$ cat src/rtl/mem_port_arbiter.sv
// Arbitrates one single-port memory between instruction fetch and data access requesters.
// Optional macro MEM_ARB_ANTISTARVE_EN forces a fetch grant after STARVE_MAX data grants.
module mem_port_arbiter #(
    parameter int ADDR_W     = 64,
    parameter int DATA_W     = 64,
    parameter int INSTR_W    = 32,
    parameter int MTYPE_W    = 3,
    parameter int STARVE_MAX = 4
) (
    input  logic               clk,
    input  logic               reset,
    input  logic               if_req,
    input  logic [ADDR_W-1:0]  if_addr,
    output logic [INSTR_W-1:0] if_rdata,
    output logic               if_valid,
    input  logic               d_req,
    input  logic               d_we,
    input  logic [MTYPE_W-1:0] d_type,
    input  logic [ADDR_W-1:0]  d_addr,
    input  logic [DATA_W-1:0]  d_wdata,
    output logic [DATA_W-1:0]  d_rdata,
    output logic               d_valid,
    output logic               mem_req,
    output logic               mem_we,
    output logic [MTYPE_W-1:0] mem_type,
    output logic [ADDR_W-1:0]  mem_addr,
    output logic [DATA_W-1:0]  mem_wdata,
    input  logic [DATA_W-1:0]  mem_rdata,
    input  logic               mem_ack,
    output logic               stall_if,
    output logic               stall_m
);

    typedef enum logic [1:0] {
        IDLE    = 2'd0,
        BUSY_IF = 2'd1,
        BUSY_D  = 2'd2
    } state_t;

    state_t               r_state;
    state_t               w_nextState;
    logic                 r_memReq;
    logic                 r_memWe;
    logic [MTYPE_W-1:0]   r_memType;
    logic [ADDR_W-1:0]    r_memAddr;
    logic [DATA_W-1:0]    r_memWdata;
    logic [INSTR_W-1:0]   r_ifRdata;
    logic [DATA_W-1:0]    r_dRdata;
    logic                 r_ifValid;
    logic                 r_dValid;
    logic                 w_grantD;
    logic                 w_grantIf;
    logic                 w_validCycle;
    logic                 w_dFirst;

    if (STARVE_MAX < 1) begin : g_starveMaxCheck
        $error("STARVE_MAX must be at least 1");
    end

    // A requester whose valid is showing may still hold its req, so no grant is made in that cycle.
    assign w_validCycle = r_ifValid | r_dValid;

`ifdef MEM_ARB_ANTISTARVE_EN
    localparam int                CNT_W      = $clog2(STARVE_MAX + 1);
    localparam logic [CNT_W-1:0]  STARVE_LIM = CNT_W'(STARVE_MAX);

    logic [CNT_W-1:0] r_starveCnt;

    assign w_dFirst = d_req & ~(if_req & (r_starveCnt >= STARVE_LIM));

    always_ff @(posedge clk or negedge reset) begin
        if (!reset) begin
            r_starveCnt <= '0;
        end else if (w_grantIf) begin
            r_starveCnt <= '0;
        end else if (w_grantD && if_req && (r_starveCnt < STARVE_LIM)) begin
            r_starveCnt <= r_starveCnt + 1'b1;
        end
    end
`else
    assign w_dFirst = d_req;
`endif

    always_comb begin
        w_nextState = r_state;
        w_grantD    = 1'b0;
        w_grantIf   = 1'b0;
        case (r_state)
            IDLE: begin
                if (!w_validCycle) begin
                    if (w_dFirst) begin
                        w_grantD    = 1'b1;
                        w_nextState = BUSY_D;
                    end else if (if_req) begin
                        w_grantIf   = 1'b1;
                        w_nextState = BUSY_IF;
                    end
                end
            end
            BUSY_IF: begin
                if (mem_ack) begin
                    w_nextState = IDLE;
                end
            end
            BUSY_D: begin
                if (mem_ack) begin
                    w_nextState = IDLE;
                end
            end
            default: begin
                w_nextState = IDLE;
            end
        endcase
    end

    always_ff @(posedge clk or negedge reset) begin
        if (!reset) begin
            r_state <= IDLE;
        end else begin
            r_state <= w_nextState;
        end
    end

    // Command registers change only on a grant, so they stay frozen while waiting for the ack.
    always_ff @(posedge clk or negedge reset) begin
        if (!reset) begin
            r_memReq   <= 1'b0;
            r_memWe    <= 1'b0;
            r_memType  <= '0;
            r_memAddr  <= '0;
            r_memWdata <= '0;
        end else if (w_grantD) begin
            r_memReq   <= 1'b1;
            r_memWe    <= d_we;
            r_memType  <= d_type;
            r_memAddr  <= d_addr;
            r_memWdata <= d_wdata;
        end else if (w_grantIf) begin
            r_memReq   <= 1'b1;
            r_memWe    <= 1'b0;
            r_memType  <= '0;
            r_memAddr  <= if_addr;
        end else if (mem_ack && (r_state != IDLE)) begin
            r_memReq   <= 1'b0;
        end
    end

    always_ff @(posedge clk or negedge reset) begin
        if (!reset) begin
            r_ifRdata <= '0;
            r_dRdata  <= '0;
            r_ifValid <= 1'b0;
            r_dValid  <= 1'b0;
        end else begin
            r_ifValid <= 1'b0;
            r_dValid  <= 1'b0;
            if (mem_ack && (r_state == BUSY_IF)) begin
                r_ifRdata <= mem_rdata[INSTR_W-1:0];
                r_ifValid <= 1'b1;
            end
            if (mem_ack && (r_state == BUSY_D)) begin
                r_dRdata <= mem_rdata;
                r_dValid <= 1'b1;
            end
        end
    end

    assign mem_req   = r_memReq;
    assign mem_we    = r_memWe;
    assign mem_type  = r_memType;
    assign mem_addr  = r_memAddr;
    assign mem_wdata = r_memWdata;
    assign if_rdata  = r_ifRdata;
    assign if_valid  = r_ifValid;
    assign d_rdata   = r_dRdata;
    assign d_valid   = r_dValid;
    assign stall_if  = if_req & ~r_ifValid;
    assign stall_m   = d_req & ~r_dValid;

endmodule

$ cat config.mk
export PLATFORM = sky130hd
export DESIGN_NAME = mem_port_arbiter
export DESIGN_NICKNAME = d
export VERILOG_FILES = /design/src/rtl/mem_port_arbiter.sv
export SDC_FILE = /design/constraint.sdc
export NUM_CORES = 1
export LEC_CHECK = 0
export ABC_AREA = 1
export BUFFER_PORTS_ARGS = -buffer_cell sky130_fd_sc_hd__buf_2
export CORE_AREA = 8 8 189 191
export DETAILED_ROUTE_END_ITERATION = 7
export DIE_AREA = 0 0 197 199
export PLACE_DENSITY = 0.58
export SLEW_MARGIN = 20
export SYNTH_ARGS = -nofsm -noshare
export SYNTH_HDL_FRONTEND = slang
export SYNTH_SLANG_ARGS = --single-unit
$ cat constraint.sdc
create_clock -name clk -period 2.9 [get_ports clk]
set_input_delay 0.29 -clock clk [delete_from_list [all_inputs] [get_ports clk]]
set_output_delay 0.29 -clock clk [all_outputs]
set_load 0.01 [all_outputs]
; ---- Word level (Yosys, flattened, before mapping)
; Index checks and enable logic that the tools add are counted.
[classes]
n_bitwise = 5
mux = 23
eq_ne = 5
reduce_logical = 9
[ops]
columns = cell, n
row1 = two-way mux 64 bit, 2
row2 = two-way mux 1 bit, 14
row3 = two-way mux 2 bit, 4
row4 = two-way mux 3 bit, 2
row5 = case mux 2 bit (2 select lines), 1
row6 = nonzero test 2 bit, 2
row7 = logical AND 1 bit, 3
row8 = inequality test 3 bit (second input constant), 1
row9 = AND reduction 3 bit, 1
row10 = nonzero test 3 bit, 1
row11 = bitwise AND 1 bit, 2
row12 = == test 2 x 1 -> 1 bit (second input constant), 1
row13 = == test 2 bit (second input constant), 1
row14 = zero test 2 bit, 1
row15 = inequality test 2 x 1 -> 1 bit (second input constant), 1
row16 = inequality test 2 bit (second input constant), 1
row17 = inverter 1 bit, 2
row18 = OR reduction 2 bit, 1
row19 = bitwise OR 1 bit, 1
[totals]
inputBits = 265
out_inout_bits = 233
register_bits = 233

; ---- Depth between registers and ports, before layout
; Gate-level depths: netlist of the first run.
[logic_depth]
depth_word = 6
ltp_mapped = 10
ltp_nobuf = 8

; ---- Worst setup path before layout of the first run
; OpenSTA, ideal clock, no wires.
[synth_timing]
path_type = reg2reg
startpoint = register r_state[0]
endpoint = register r_memAddr[35], in the netlist mem_addr[35]
n_path_buf = 2
stages_incl_launch_ff = 10
slack_ns = 1.433
setup_time_ns = 0.117
arrival_ns = 1.349
synth_period_minus_slack_ns = 1.467
path_cell_list = dfrtp_1 inv_1 ha_1 nand2_1 inv_2 buf_4 buf_2 nand3b_1 nand3_1 nand2_1
[synth_via]
elab_chain_len = 3
word_cells_on_any_way = 5
cone_classes = mux (3) / reduce/logical (2)
[synth_rtl]
columns = element, line_no
row1 = "start, declared", 40  ; state_t r_state;
row2 = "start signal, assigned", 120  ; r_state <= w_nextState;
row3 = zero test 2 bit (*), 88  ; case (r_state)
row4 = two-way mux 1 bit, 88
row5 = two-way mux 64 bit / nonzero test 2 bit (equally long branches), --
row6 = "end signal, assigned", 136  ; r_memAddr <= d_addr;
row7 = "end signal, assigned", 142  ; r_memAddr <= if_addr;
row8 = "end, declared", 45  ; logic [ADDR_W-1:0] r_memAddr;
; Mark *: on every way between the ends. The rest lies on a longest branch, timed or not.
; A chain may end at the register's enable or synchronous reset.

; ---- Worst setup path in the final report of the first run
[layout_timing]
startpoint = register r_state[0]
endpoint = register r_memAddr[30], in the netlist mem_addr[30]
; Same word-level chain as after synthesis.

==> flow_summary.yaml, run 1 <==
critical_path:
  crit_path_top_delay_cell: "dfrtp_1"
  reg2reg_to: "mem_addr[30]"
  cp-end-kind: "register"
  worstPathRequired_ps: 3370
  crit_type: "reg2reg"
  crit_family: "simple AND/OR/NAND/NOR gates"
  critPathMostFrequentCell: "nand2_1"
  max_stage_delay_ps: 400
  cp-startpoint: "r_state[0]"
  r2r_cells: 9
  r2r_slack_ps: 810
  cp_num_cells: 9
  reg2reg_from: "r_state[0]"
  critPathArrivalTime_ps: 2550
  cp_cell_sequence: "inv_1, ha_1, nand2_1, inv_4, nand2_4, buf_4, nand2_1, nand3_1, nand2_1"
  path_buf_inv: 3
  worstPathMaxFanout: 38
  startpoint_type: "register"
die:
  die_w_um: 197
  rows: 67
  initial_core_util_pct: 30.5
  die_area_mm2: 0.0392
  core_mm2: 0.0329
  die_y_um: 199
  pin_count: 498
layout:
  multi_input_area_mm2: 0.00347
  final_util_pct: 45.4
  syn2layout_area_growth_pct: 48.8
  nFillCells: 3279
  final_area_mm2: 0.0149
  nets: 2028
  drive_gt1_share_pct: 31.8
  regArea_mm2: 0.00583
clocking:
  cts_buffer_depth: 3
  cts_buffers: 27
  clkTransAtPathRegs_ps: 60
  cts_tree: "yes"
  worstSkewPairLatency_ps: 540
  root_buffer: "clkbuf_16"
  cts_setup_buffers: 0
  postCtsResizedCells: 0
  cts.sinks: 233
  htreeDepth: 1
sta:
  finalSetupViolCount: 0
  slew_headroom_pct: 45.5
  slew_viol_final: 0
  fin_skew_ps: 19.5
  layout_min_cycle_time_ps: 2090
  worst_pin_slew_ps: 818
  rsz0062_at_grt: "false"
  period_share_pct: 71.9
  tns_ps: 0
  clock.fmax_ghz: 0.479
  hold_violations: 0
global_routing:
  grt_use_met3_pct: 5.02
  gr-total-overflow: 0
  use_met2_pct: 32.2
  antenna_found_initial: 2
  busiest_layer: "met2"
  grt_pass1_wl_um: 59600
  grt_max_degree: 70
  grt_usage_pct: 18.8
  grt_pass1_vias: 10500
  use_met1_pct: 22.8
place:
  gp_congestion: 0.875
  dpl_cell_area_mm2: 0.0129
  hpwl_um: 27300
  io_buffer_count: 497
logic_synthesis:
  syn-num-nets: 1456
  synth-seq-area-share_pct: 58.2
  synth-edff-count: 0
  synthCells: 1188
  synth_area_per_cell_um2: 8.44
  yosysWarnings: 0
  synth_seq_cells: 233
  async_reset_ff_share_pct: 100
  synth_area_mm2: 0.0100
  synth.distinct_cells: 17
  synth_flop_cell: "dfrtp_1"
run_status:
  outcome: "finished clean"
route:
  initialDrtViolationCount: 435
  postRouteAntennaNets: 0
  dr.pass1.iters: 7
  vias: 10000
  wl_per_cell_um: 17.2
  drc_errors: 0
  avgViaCountPerCell: 4.50
  routed_wl_um: 38400
power_and_ir_drop:
  peakVddDrop_mv: 0.511
  leakage_nw: 8.55
  p_total_mw: 15.5
  p_per_area_mw_per_mm2: 1040
job:
  drv_cap: 0
hold_path:
  min_from: "d_wdata[58]"
  min_path_type: "in2reg"
  min_to: "mem_wdata[58]"
  hold_depth: 3
[cell usage in the layout, fill, tap and decap left out]
cell type      count
nor2_4             2
clkinvlp_4         4
nand3b_1          64
a22oi_1            1
dfrtp_1          233
diode_2            1
inv_1            105
nand2_2            1
buf_2            496
clkbuf_1           4
o21ai_0           65
nand2_1          496
ha_1               3
clkinv_2           5
clkbuf_8           6
nand2_4            2
nand4_1            2
buf_4             10
clkbuf_16         27
nor2_1             3
nand3_2            1
bufinv_16          2
buf_8              1
inv_4              1
buf_12             6
nand3_1          134
inv_6              2
dlygate4sd3_1    105
[what timing repair did]
action,4_1_cts,5_1_grt
endpoints found under the setup margin,0,0
hold buffers,105,0
endpoints found under the hold margin,187,0
[through the flow]
stage                     worst slack [ps]  instances  hold WS (ps)
final                                  814       2230          18.3
after global routing                   569       2230          8.12
after CTS                              742       2229         0.329
after detailed placement               789       2074           314
after global placement                 825       2074           310
after floorplan                       1430       1188         -5.59
[state kept, by name, indices dropped and copies added, names as in the netlist]
name       flops
d_rdata       64
d_valid        1
if_rdata      32
if_valid       1
mem_addr      64
mem_req        1
mem_type       3
mem_wdata     64
mem_we         1
r_state        2
[power breakdown]
group          internal, mW  switching (mW)  total, mW
Sequential             4.80           0.819       5.62
Clock                  2.05            1.40       3.44
Combinational          2.35            4.04       6.39
[cell usage after synthesis, types with 2 or more instances]
cell type  count  share of area, %
buf_4          4              0.30
clkbuf_1      26              0.97
nand3b_1      64               4.8
ha_1           3              0.37
nor2_4         2              0.22
buf_2         39               1.9
buf_1          6              0.22
nand4_1        2              0.12
dfrtp_1      233                58
nor2_1         3              0.11
nand2_1      499                19
inv_1        105               3.9
nand3_1      134               6.7
o21ai_0       65               3.2
[layer usage]
layer  wire length, um  vias to the layer above
li1                  -                     4845
met1             15400                     4731
met2             18900                      382
met3              2980                       79
met4              1050                        2
met5                13                        -
[area by class of cell]
class                      instances  share of cell area (%)
multi-input combinational        774                    23.3
tap                              448                    3.76
timing repair buffer             618                    25.1
clock buffer                      37                    5.19
antenna                            1                  0.0168
clock inverter                    13                   0.889
sequential                       233                    39.1
inverter                         106                    2.69
[cells by family (layout without fill, tap and decap cells)]
kind of cell	after synthesis	in the layout	synth area share, %
AO/OA/AOI/OAI	66	66	3.32
adder cells (fa/ha/maj)	3	3	0.374
buffers and inverters	181	774	7.41
flip-flops	233	233	58.2
other	0	1	0
AND/OR/NAND/NOR	705	705	30.7
[worst min-delay path: cells and delay by family]
kind	cells	cell delay (ps)
buffers and inverters	1	80
and+or+nand+nor	2	150
[how the worst max path moves through the flow]
stage               slack (ps)      endpoint
floorplan                 1430  mem_addr[35]
global placement           820  mem_addr[30]
detailed placement         790  mem_addr[30]
CTS                        740  mem_addr[30]
global route               570  mem_addr[30]
finish                     810  mem_addr[30]
Note: power is estimated with default switching activity, not from simulation.
==> inputs of run 2 (changes only) <==
- PLACE_DENSITY: 0.58 -> 0.6
- clock period: 2.9 -> 1.8 ns (I/O delays scaled with it)
==> run 2 against run 1 <==
Effect of this change:
- non-clock buffer count increased by 172
- sequential cell count unchanged
- worst setup slack got worse by 650 ps
- combinational power increased by 72%
- first-iteration DRC count increased by 51%
- final cell count increased by 7.5%
- hold slack improved by 5.6 ps
- die area unchanged
- count of clock-buffer cells in the layout decreased by 2
- final area increased by 11%
- global-route usage increased by 1.8 points
- sequential power increased by 63%
- critical endpoint is now mem_addr[24]
==> flow_summary.yaml, run 2 (synthesis results as in run 1) <==
run_status:
  outcome: "finished clean"
clocking:
  cts.sinks: 233
  cts_buffer_depth: 3
  root_buffer: "clkbuf_16"
  cts_tree: "yes"
  clkTransAtPathRegs_ps: 60
  worstSkewPairLatency_ps: 540
  htreeDepth: 1
  cts_buffers: 27
die:
  rows: 67
  pin_count: 498
  core_mm2: 0.0329
  die_area_mm2: 0.0392
  die_y_um: 199
  initial_core_util_pct: 30.5
  die_w_um: 197
sta:
  slew_viol_final: 0
  hold_violations: 0
  rsz0062_at_grt: "false"
  finalSetupViolCount: 0
  clock.fmax_ghz: 0.611
  slew_headroom_pct: 59.9
  period_share_pct: 90.9
  layout_min_cycle_time_ps: 1640
  tns_ps: 0
  fin_skew_ps: 13.0
  worst_pin_slew_ps: 601
critical_path:
  crit_type: "reg2reg"
  critPathArrivalTime_ps: 2060
  worstPathRequired_ps: 2220
  startpoint_type: "register"
  cp-end-kind: "register"
  worstPathMaxFanout: 78
route:
  avgViaCountPerCell: 4.60
  drc_errors: 0
  vias: 11000
  routed_wl_um: 41800
  wl_per_cell_um: 17.4
  initialDrtViolationCount: 659
  postRouteAntennaNets: 0
  dr.pass1.iters: 5
global_routing:
  grt_pass1_wl_um: 65100
  gr-total-overflow: 0
  grt_usage_pct: 20.6
  grt_pass1_vias: 11700
  grt_max_degree: 79
  antenna_found_initial: 1
place:
  gp_congestion: 0.911
  dpl.cell_count: 2093
  io_buffer_count: 497
  hpwl_um: 27900
layout:
  final_cells: 2398
  syn2layout_area_growth_pct: 65.5
  nets: 2200
  final_cell_mix: "nand2_1, buf_2, dlygate4sd3_1"
  drive_gt1_share_pct: 29.7
job:
  drv_cap: 0
hold_path:
  min_path_type: "in2reg"
power_and_ir_drop:
  peakVddDrop_mv: 0.976
  leakage_nw: 9.28
  p_total_mw: 25.3
  p_per_area_mw_per_mm2: 1520
-- run 2: worst paths after layout --
| check | to | depth (start not counted) | slack [ps] | start |
|---|---|---|---|---|
| min reg2reg | mem_wdata[2] | 2 | 470 | mem_wdata[2] |
| max in group asynchronous | if_rdata[29] | 3 | 950 | reset |
| min | mem_addr[43] | 4 | 20 | d_addr[43] |
| max | mem_addr[24] | 8 | 160 | r_state[0] |
| max reg2reg | mem_addr[24] | 8 | 160 | r_state[0] |
| min in group asynchronous | mem_wdata[20] | 2 | 200 | reset |
-- run 2: cell type report --
cell class / instances / area (um^2)
multi-input combinational: 774 / 3470
antenna: 2 / 5.00
fill: 2966 / 16300
sequential: 233 / 5830
tap: 448 / 561
timing repair buffer: 790 / 5530
clock inverter: 10 / 60.1
clock buffer: 35 / 736
inverter: 106 / 400
-- run 2: power breakdown --
group          switching, mW  internal, mW
sequential              1.41          7.73
clock                   2.20          2.86
combinational           6.78          4.27
-- run 2: critical path, stage by stage (launching register included) --
cell and delay [ps]:
dfrtp_1 400, inv_1 90, ha_1 190, nand2_1 100, inv_4 120, buf_12 300, nand3b_1 120, nand3_1 110
nand2_1 60
-- run 2: layer usage --
metal	up-vias	wire length [um]	GRT usage [%]
met4	0	1960	10.3
met2	536	20300	34.3
met3	141	3070	4.58
met1	5175	16500	24.9
li1	5182	-	-
met5	-	0	0
-- run 2: per-stage QoR --
stage	hold WS, ps	instance area (um^2)	setup WS [ps]	util, %
3_5_place_dp	196	13200	156	40.2
5_1_grt	27.9	16600	14.6	50.5
6_report	23.9	16600	163	50.5
2_1_floorplan	-116	10000	333	-
4_1_cts	2.09	16600	155	50.5
3_3_place_gp	196	13200	180	40.2
-- run 2: repair_timing --
action / 4_1_cts / 5_1_grt
setup buffers: 0 / 0
hold buffers: 258 / 0
resized for setup: 0 / 0
hold endpoints to repair: 284 / 0
